==> src/rtl/core_pkg.sv <==
// Shared types and constants for the integer-core instruction sequencer.
package core_pkg;

  typedef enum logic [2:0] {
    S_FETCH    = 3'd0,
    S_WAIT_RSP = 3'd1,
    S_DECODE   = 3'd2,
    S_EXEC     = 3'd3,
    S_WB       = 3'd4,
    S_TRAP     = 3'd5
  } seq_state_e;

  localparam logic [6:0]  OPC_OP_IMM = 7'h13;
  localparam logic [6:0]  OPC_OP     = 7'h33;
  localparam logic [31:0] NOP_INSN   = 32'h0000_0013;
  localparam int          PC_STEP    = 4;

  function automatic logic is_alu_opc(input logic [6:0] opc);
    return (opc == OPC_OP_IMM) || (opc == OPC_OP);
  endfunction

endpackage

==> src/rtl/instr_seq_ctrl.sv <==
// Multi-cycle fetch/decode/execute/writeback sequencer: owns pc and ir, runs the
// instruction-memory and ALU handshakes, and parks in a sticky TRAP on faults.
module instr_seq_ctrl
  import core_pkg::*;
#(
  parameter int              XLEN     = 32,
  parameter logic [XLEN-1:0] RESET_PC = '0,
  parameter int              ALU_TMO  = 16
) (
  input  logic            clk,
  input  logic            rst_n,
  output logic            imem_req_valid,
  input  logic            imem_req_ready,
  output logic [XLEN-1:0] imem_req_addr,
  input  logic            imem_rsp_valid,
  input  logic [31:0]     imem_rsp_data,
  output logic [31:0]     ir,
  output logic            alu_src_imm,
  output logic            alu_start,
  input  logic            alu_done,
  output logic            rf_we,
  output logic [4:0]      rf_waddr,
  output logic [XLEN-1:0] pc,
  output logic            trap,
  output logic            retired
);

  localparam int CW = $clog2(ALU_TMO + 1);

  seq_state_e      state, state_nxt;
  logic [CW-1:0]   exec_cnt;
  logic [XLEN-1:0] pc_q;
  logic [31:0]     ir_q;
  logic            src_imm_q;
  logic            exec_first, exec_last;

  assign exec_first = (exec_cnt == '0);
  assign exec_last  = (exec_cnt == CW'(ALU_TMO - 1));

  always_comb begin
    state_nxt = state;
    case (state)
      S_FETCH:    if (imem_req_ready) state_nxt = S_WAIT_RSP;
      S_WAIT_RSP: if (imem_rsp_valid) state_nxt = S_DECODE;
      S_DECODE:   state_nxt = is_alu_opc(ir_q[6:0]) ? S_EXEC : S_TRAP;
      S_EXEC: begin
        // done coincident with the start pulse belongs to no live operation
        if (!exec_first && alu_done) state_nxt = S_WB;
        else if (exec_last)          state_nxt = S_TRAP;
      end
      S_WB:       state_nxt = S_FETCH;
      S_TRAP:     state_nxt = S_TRAP;
      default:    state_nxt = S_TRAP;
    endcase
  end

  always_ff @(posedge clk) begin
    if (!rst_n) begin
      state     <= S_FETCH;
      pc_q      <= RESET_PC;
      ir_q      <= NOP_INSN;
      src_imm_q <= 1'b1;
      exec_cnt  <= '0;
    end else begin
      state <= state_nxt;
      if (state == S_WAIT_RSP && imem_rsp_valid) begin
        ir_q      <= imem_rsp_data;
        src_imm_q <= (imem_rsp_data[6:0] == OPC_OP_IMM);
      end
      exec_cnt <= (state == S_EXEC) ? exec_cnt + 1'b1 : '0;
      if (state == S_WB) pc_q <= pc_q + XLEN'(PC_STEP);
    end
  end

  // Handshake strobes are masked while reset is held so a core caught mid-flight
  // never emits a request, start or write in the reset cycle.
  assign imem_req_valid = rst_n && (state == S_FETCH);
  assign alu_start      = rst_n && (state == S_EXEC) && exec_first;
  assign retired        = rst_n && (state == S_WB);
  assign rf_we          = rst_n && (state == S_WB) && (ir_q[11:7] != 5'd0);
  assign trap           = (state == S_TRAP);

  assign imem_req_addr  = pc_q;
  assign pc             = pc_q;
  assign ir             = ir_q;
  assign rf_waddr       = ir_q[11:7];
  assign alu_src_imm    = src_imm_q;

endmodule

==> config.mk <==
export PLATFORM = sky130hd
export DESIGN_NAME = instr_seq_ctrl
export DESIGN_NICKNAME = d
export VERILOG_FILES = /design/src/rtl/core_pkg.sv /design/src/rtl/instr_seq_ctrl.sv
export SDC_FILE = /design/constraint.sdc
export NUM_CORES = 1
export LEC_CHECK = 0
export CORE_ASPECT_RATIO = 1.2
export CORE_UTILIZATION = 38
export CTS_CLUSTER_SIZE = 8
export DETAILED_ROUTE_END_ITERATION = 7
export PLACE_DENSITY = 0.76
export SLEW_MARGIN = 10
export SYNTH_ARGS = -nofsm -noshare
export SYNTH_HDL_FRONTEND = slang
export SYNTH_SLANG_ARGS = --single-unit
export TNS_END_PERCENT = 5
==> constraint.sdc <==
create_clock -name clk -period 2.5 [get_ports clk]
set_clock_uncertainty 0.2 [all_clocks]
set_input_delay 0.25 -clock clk [delete_from_list [all_inputs] [get_ports clk]]
set_output_delay 0.25 -clock clk [all_outputs]
set_load 0.01 [all_outputs]
==> impl_metrics.ini <==
[floorplanning]
initial_utilization_pct = 39.0
ioPinCount = 144
fp.coreArea_sq_mm = 0.00852
fp.dieW_um = 87.3
rows = 37
dieArea_sq_mm = 0.00912
dieHeight_um = 104

[sta]
slew_violations = 0
period_needed_ns = 2.43
rsz0062_at_grt = false
setup_viol_count_final = 0
hold_viol = 0
timing.final.ws_setup_ns = 0.0744
max_freq_ghz = 0.412
fin_crit_sh_pct = 97.0
fin_tns_setup_ns = 0

[layout]
final_cell_mix = 138 x clkdlybuf4s50_1, 85 x nand2_1, 71 x dfxtp_1, 49 x a21oi_1, 18 x nor2_1
fin_nets = 559
ff_latch_area_sq_mm = 0.00142
multiInputGateArea_sq_mm = 0.00152
fin_area_sq_mm = 0.00482
layout-drive-gt1-share_pct = 7.84
fillers = 794
mostFrequentLayoutCell = clkdlybuf4s50_1
fin_util_pct = 56.6
diodes = 0
syn_to_final_growth_pct = 45.2

[clock_tree]
clockBufferDepth = 2
cts_root_buffer = clkbuf_8
numCtsBuffers = 9
cts_tree = yes
path_clk_slew_ns = 0.08
clock_sink_count = 71
clk_latency_ns = 0.34
htreeDepth = 3

[global_routing]
grt_remaining_overflow = 0
first_global_vias = 3055
grt_usage_pct = 19.0
grt_max_degree = 43
grt_pass1_wl_um = 13900
antenna_found_initial = 0

[setup_path]
r2r_start = state[2]$_SDFFE_PN0P_
arrival_ns = 2.50
crit_required_ns = 2.57
r2r_setup_slack_ns = 0.07
path_max_fanout = 15
critPathSlowestCell = or4_4
slowest_delay_ns = 0.58
path_cells = or3b_4, or4_4, buf_4, or4_1, a21oi_1
startpoint = state[2]$_SDFFE_PN0P_
cp-start-kind = flop
cp-endpoint = imem_req_addr[23]$_SDFFE_PN0N_
worstSetupPathType = reg -> reg
r2r_end = imem_req_addr[23]$_SDFFE_PN0N_
setup.worst_path.end_class = flop
reg2reg_depth = 5

[synth]
synth-compound-area-share_pct = 13.7
ys_seq_elements = 71
yosys.area_share.simple_pct = 26.5
synthCells = 408
synth_top_family_by_area = simple AND/OR/NAND/NOR gates
ys_types = 38
synth_top_area_share_pct = 42.8
synth_xor_area_share_pct = 3.17
synth.avg_cell_area_sq_um = 8.14
synth_edf_count = 0
ys_warn_count = 0
synth_mux_area_share_pct = 0
yosys-top-cells-area = dfxtp_1 43%, nand2_1 9.6%, buf_4 8.8%
synth_ff_type = dfxtp_1
synth_top_area_cell = dfxtp_1
yosysSeqAreaShare_pct = 42.8
synthArstFlopShare_pct = 0
synth-adder-area-share_pct = 1.51
synth_area_sq_mm = 0.00332

[detailed_routing]
drc = 0
antenna_left = 0
via_per_inst = 5.05
drt_iter0_markers = 132
routed_wl_um = 8470
wl_per_cell_um = 13.2
first_pass_iters = 4
vias = 3232

[hold_path]
min-delay-start = imem_rsp_data[20]
worst_hold_path_type = in -> reg

[run_status]
status = completed

[run]
cap_viol_max_count = 0

[power]
p_per_area_mw_per_mm2 = 520
power_w = 0.00251
p_leak_nw = 1.64
vdd_drop_max_mv = 0.345

[place]
placed_cell_area_sq_mm = 0.00462
port_buffers = 139
gp_congestion = 0.834
hpwl_um = 6170
place_ws_ns = 0.0477
registers in the layout, indices dropped and copies added, names as in the netlist:
name,cells
exec_cnt,5
state,3
alu_src_imm,1
imem_req_addr,30
ir,32
layout make-up:
type                            count  share of cell area (%)
Clock inverter                      6                    1.27
Clock buffer                       10                    2.65
Tap cell                          117                    3.04
Multi-Input combinational cell    273                    31.4
Timing Repair Buffer              154                    31.4
Sequential cell                    71                    29.5
Inverter                            9                   0.701
stage by stage:
| step | hold slack (ns) | std cells |
|---|---|---|
| final | 0.254 | 640 |
| after global placement | 0.241 | 624 |
| after detailed placement | 0.249 | 624 |
| after floorplan | 0.122 | 411 |
| after global routing | 0.248 | 640 |
| after CTS | 0.233 | 640 |
worst min-delay path by stage:
| stage | end | slack [ns] | cells after the start |
|---|---|---|---|
| floorplan | ir[0]$_SDFFE_PN1P_ | 0.12 | 1 |
| global placement | ir[22]$_SDFFE_PN0P_ | 0.24 | 2 |
| detailed placement | ir[20]$_SDFFE_PN0P_ | 0.25 | 2 |
| CTS | ir[13]$_SDFFE_PN0P_ | 0.23 | 3 |
| global route | ir[20]$_SDFFE_PN0P_ | 0.25 | 3 |
| finish | ir[20]$_SDFFE_PN0P_ | 0.25 | 3 |
power by group:
part           internal [W]  leakage [nW]  switching (W)
Clock              0.000457        0.0960       0.000426
Combinational      0.000218         0.973       0.000196
Sequential          0.00118         0.575      0.0000308
cell usage after synthesis (7+ instances only):
cell and n:
xnor2_1 7, inv_1 8, nand3_1 13, nand2_1 85
buf_4 39, dfxtp_1 71, nor2_1 19, nand4_1 7
a21oi_1 49, clkbuf_1 17, o31ai_1 14, o21ai_0 8
or4_1 19
worst max-delay path: cells and delay by family (launching register included):
family / cells / cell delay, ns
AO/OA/AOI/OAI: 1 / 0.15
AND/OR/NAND/NOR: 3 / 1.47
buffers and inverters: 1 / 0.20
flip-flops: 1 / 0.35
layer usage:
metal	vias up	share of wire, %	global-route usage (%)
met1	1489	42	21.9
met5	-	0	0
met2	124	49	31.4
li1	1602	-	-
met4	0	1.8	7.61
met3	17	7.7	6.75
timing repair:
item | CTS | global route
hold endpoints to repair | 0 | 0
endpoints found under the setup margin | 1 | 14
resized for setup | 1 | 4
hold buffers | 0 | 0
setup buffers | 0 | 0
logic make-up (layout without fill, tap and decap cells):
kind of cell,Yosys count,after routing
simple gates,174,174
compound gates,79,79
flops,71,71
buf+inv,67,179
xor+xnor,12,12
fa+ha+maj,4,4
other cells,1,4
Note: power is estimated with default switching activity, not from simulation.
==> RTL change 1 (same settings) <==
Set the parameter `XLEN` to 16 (it was 32).
--- a/src/rtl/instr_seq_ctrl.sv
+++ b/src/rtl/instr_seq_ctrl.sv
@@ -5,3 +5,3 @@
 #(
-  parameter int              XLEN     = 32,
+  parameter int              XLEN     = 16,
   parameter logic [XLEN-1:0] RESET_PC = '0,
Ports: changed (resized imem_req_addr and pc); port bits go from 144 to 112. No check against the original RTL was run, so the function may have changed too.
==> RTL change 1 against the original RTL <==
Fmax grew 0.52%; via count shrank 31%; combinational power shrank 31%; total power shrank 31%; count of clock-buffer cells in the layout shrank 5; global-route usage shrank 2.2 points; final area shrank 24%; register-to-register slack gained 600 ps; worst setup slack gained 13 ps; sequential cell count shrank 16; critical path depth is the same; area after synthesis shrank 22%; routed wire length shrank 32%.
==> RTL change 1: results <==
group,metric,value,unit
setup_path,crit_slowest_cell,"clkdlybuf4s50_1",
logic_synthesis,synth_common_cells,"nand2_1, dfxtp_1, buf_4, a21boi_0",
route,wl_per_cell,12.3,um
setup_path,crit_path_max_incr_delay,540,ps
place,hpwl,4290,um
power,p_sw,451,uW
place,portBuffers,107,
run_status,outcome,"complete, no violations",
place,place.gp.congestion,0.759,
place,placed_area,0.00358,mm2
clocking,cts_resized,0,
clocking,insertion_delay,310,ps
setup_path,crit_path_max_fanout,4,
power,worst_ir_drop_vdd,0.000278,V
grt,grt_pass1_wl,9670,um
cells_and_area,final_nets,426,
setup_path,r2r_slack,670,ps
logic_synthesis,ys_types,40,
grt,track_usage,16.8,%
hold_path,hp-class,"flop to flop",
route,drt_iter0_drc,51,
cells_and_area,layout-drive-gt1-share,5.96,%
clocking,clk_pin_slew,100,ps
logic_synthesis,synth_area_leaders,"dfxtp_1, nand2_1, buf_4",
grt,grt_pass1_vias,2110,
place,post-place-ws,211,ps
clocking,cts_buffers,5,
logic_synthesis,seq_area_frac_synth,42.7,%
-- RTL change 1: metal layers --
| layer | GRT usage, % | share of wire (%) | vias to the layer above |
|---|---|---|---|
| li1 | - | - | 1124 |
| met5 | 0 | 0 | - |
| met4 | 6.60 | 2.1 | 0 |
| met3 | 3.88 | 5.8 | 13 |
| met2 | 29.4 | 50 | 67 |
| met1 | 19.5 | 42 | 1032 |
-- RTL change 1: power by group through the flow --
stage          clock (uW)  sequential [uW]  combinational (uW)
3_5_place_dp            0              957                 288
4_1_cts               528              937                 290
6_report              503              937                 286
2_1_floorplan           0              963                 128
3_3_place_gp            0              956                 286
5_1_grt               559              944                 313
-- RTL change 1: final timing paths --
check,start,cells after the start,end
worst min-delay path,ir[15]$_SDFFE_PN0P_,2,ir[15]$_SDFFE_PN0P_
worst min register to register,ir[15]$_SDFFE_PN0P_,2,ir[15]$_SDFFE_PN0P_
worst max register to register,exec_cnt[0]$_SDFF_PP0_,6,state[1]$_SDFFE_PN0P_
worst max-delay path,exec_cnt[0]$_SDFF_PP0_,5,alu_start
-- RTL change 1: cell families after synthesis --
logic type      Yosys count  share of synthesized area (%)
compound gates           42                           11.9
xor+xnor                 13                           4.42
fa+ha+maj                 4                           1.94
buf+inv                  48                           11.4
flops                    55                           42.7
other cells               1                          0.145
simple gates            137                           27.5
-- RTL change 1: per-stage QoR --
stage / power, uW / cells
after floorplan: 1090 / 303
after global placement: 1240 / 463
after detailed placement: 1250 / 463
after CTS: 1750 / 471
after global routing: 1820 / 471
final: 1730 / 471
-- RTL change 1: area by class of cell --
cell class	count	area (um2)
clock buffer	5	68.8
timing repair buffer	115	1140
fill	608	2820
tap	85	106
multi-input combinational	200	1190
inverter	8	30.0
sequential	55	1100
clock inverter	3	23.8
==> RTL change 2 (same flow settings) <==
Made on the original files. Make the reset (`rst_n`) asynchronous in one clocked block.
--- a/src/rtl/instr_seq_ctrl.sv
+++ b/src/rtl/instr_seq_ctrl.sv
@@ -56,3 +56,3 @@
 
-  always_ff @(posedge clk) begin
+  always_ff @(posedge clk or negedge rst_n) begin
     if (!rst_n) begin
Behaviour: differs if rst_n is asserted again (counterexample within 4 cycles, from zero or initial values and one cycle with rst_n low); with rst_n held inactive, the same outputs for 10 cycles.
==> RTL change 2 against the original RTL <==
Core utilization is 0.072 points lower; routed wire length is 15% lower; area after synthesis is 1.2% higher; hold slack better by 29 ps; sequential cell count stayed put; final area is 0.42% higher; worst setup slack better by 36 ps.
Power is not compared: it rests on default switching activity, and its combinational part moved more than twofold at a synthesized area within 25%.
==> RTL change 2: results <==
group,metric,value,unit
run_status,outcome,"complete, no violations",
grt,grt_max_degree,72,
logic_synthesis,async_flop_share,100,%
logic_synthesis,ys_types,35,
place,hpwl,5220,um
cells_and_area,largest_reg_flops,32,
grt,grt.met2_usage,24.9,%
setup_path,cp.arrival,1940,ps
route,wl_per_cell,13.8,um
logic_synthesis,synth_area_per_cell,11.9,um2
route,wl_met3,686,um
route,dr_wl_met2,3400,um
sta,slew_viol_final,0,
sta,period_share,95.6,%
setup_path,worst_r2r_path_depth,6,
place,numPlacedInstances,501,
grt,antenna_found_initial,0,
grt,track_usage,16.3,%
clocking,insertion_delay,340,ps
logic_synthesis,synth_common_cells,"dfrtp_1, buf_4, mux2_2, xnor2_1, nand2_1",
grt,use_met1,20.6,%
grt,met3_usage,6.56,%
setup_path,crit_path_max_fanout,9,
power,cellLeakagePower,0.00201,uW
hold_path,hold_end,"state[0]$_DFFE_PN0P_",
route,highest_layer,"met4",
route,met1_length,2960,um
cells_and_area,fill_cells,743,
hold_path,min_from,"imem_req_ready",
setup_path,r2r_slack,420,ps
logic_synthesis,synth_area_leaders,"dfrtp_1, mux2_2, buf_4",
hold_path,hp-class,"primary input to flop",
route,drt_iter0_drc,56,
place,place.gp.congestion,0.774,
route,routed_wl,7160,um
cells_and_area,antennaDiodeCount,0,
logic_synthesis,ys.flop_type,"dfrtp_1",
setup_path,r2r_start,"state[2]$_DFFE_PN0P_",
setup_path,r2r-end,"imem_req_addr[23]$_DFFE_PN0N_",
logic_synthesis,seq_area_frac_synth,53.0,%
power,worst_ir_drop_vdd,0.000603,V
place,portBuffers,139,
grt,grt_pass1_wl,11600,um
cells_and_area,final_nets,438,
grt,grt_pass1_vias,2386,
sta,tightest_slew,876,ps
route,avgViaCountPerCell,4.70,
cells_and_area,layout-drive-gt1-share,17.4,%
==> RTL change 2: cell count changes in the layout (fill, tap and decap cells not counted), sizes merged, moves of 9 or more <==
cell | before | now
o31ai | 14 | 1
dfxtp | 71 | 0
nor2 | 19 | 10
mux2 | 0 | 32
xnor2 | 7 | 26
dfrtp | 0 | 67
nand2 | 85 | 14
or4 | 19 | 1
a21oi | 49 | 5
==> RTL change 2: stage by stage <==
stage	utilization (%)	instance area [um2]	setup slack, ps	hold slack [ps]	power, uW
finish	56.5	4840	111	284	4350
global route	56.5	4840	35.4	293	4610
CTS	56.3	4820	13.8	272	4390
detailed placement	54.1	4630	94.2	278	3540
global placement	54.1	4630	107	269	3500
floorplan	-	3370	489	-246	2600
==> RTL change 2: how the worst max path moves through the flow <==
stage	from	end	slack [ps]	depth (start not counted)
CTS	exec_cnt[0]$_DFF_PN0_	alu_start	10	5
floorplan	state[0]$_DFFE_PN0P_	imem_req_addr[19]$_DFFE_PN0N_	490	7
detailed placement	exec_cnt[0]$_DFF_PN0_	alu_start	90	5
finish	state[2]$_DFFE_PN0P_	rf_we	110	4
global placement	exec_cnt[0]$_DFF_PN0_	alu_start	110	5
global route	state[2]$_DFFE_PN0P_	rf_we	40	4
==> RTL change 2: layout make-up <==
cell class	count	area share, %
Sequential cell	71	36.8
Clock buffer	10	2.84
Tap cell	117	3.02
Timing Repair Buffer	148	30.4
Multi-Input combinational cell	162	25.6
Inverter	5	0.388
Clock inverter	6	0.904
==> RTL change 2: kinds of logic (layout without fill, tap and decap cells) <==
| group | after synthesis | in the layout | share of synthesized area (%) |
|---|---|---|---|
| AO/OA/AOI/OAI | 9 | 9 | 1.49 |
| XOR/XNOR | 31 | 31 | 8.08 |
| adder cells (fa/ha/maj) | 4 | 4 | 1.49 |
| buffers and inverters | 52 | 169 | 10.8 |
| flip-flops | 71 | 71 | 53.0 |
| multiplexers | 32 | 32 | 10.7 |
| other | 1 | 4 | 0.112 |
| AND/OR/NAND/NOR | 82 | 82 | 14.3 |
==> RTL change 2: power groups by stage <==
stage / sequential (uW) / clock (uW) / combinational (uW)
finish: 1740 / 831 / 1780
global route: 1790 / 912 / 1910
CTS: 1740 / 859 / 1790
detailed placement: 1760 / 0 / 1780
global placement: 1740 / 0 / 1760
floorplan: 1860 / 0 / 745
==> RTL change 2: what timing repair did <==
item                                   4_1_cts  5_1_grt
buffers inserted                             0        1
setup endpoints to repair                    1        2
resized for setup                            4        3
hold buffers                                 1        0
endpoints found under the hold margin       67        0
cloned                                       0        0
==> RTL change 2: critical path, cell delays in order (launching register included) <==
cell             delay, ps
dfrtp_2                420
or3b_1                 370
nor2_1                 140
o21a_1                 140
clkdlybuf4s50_1        520
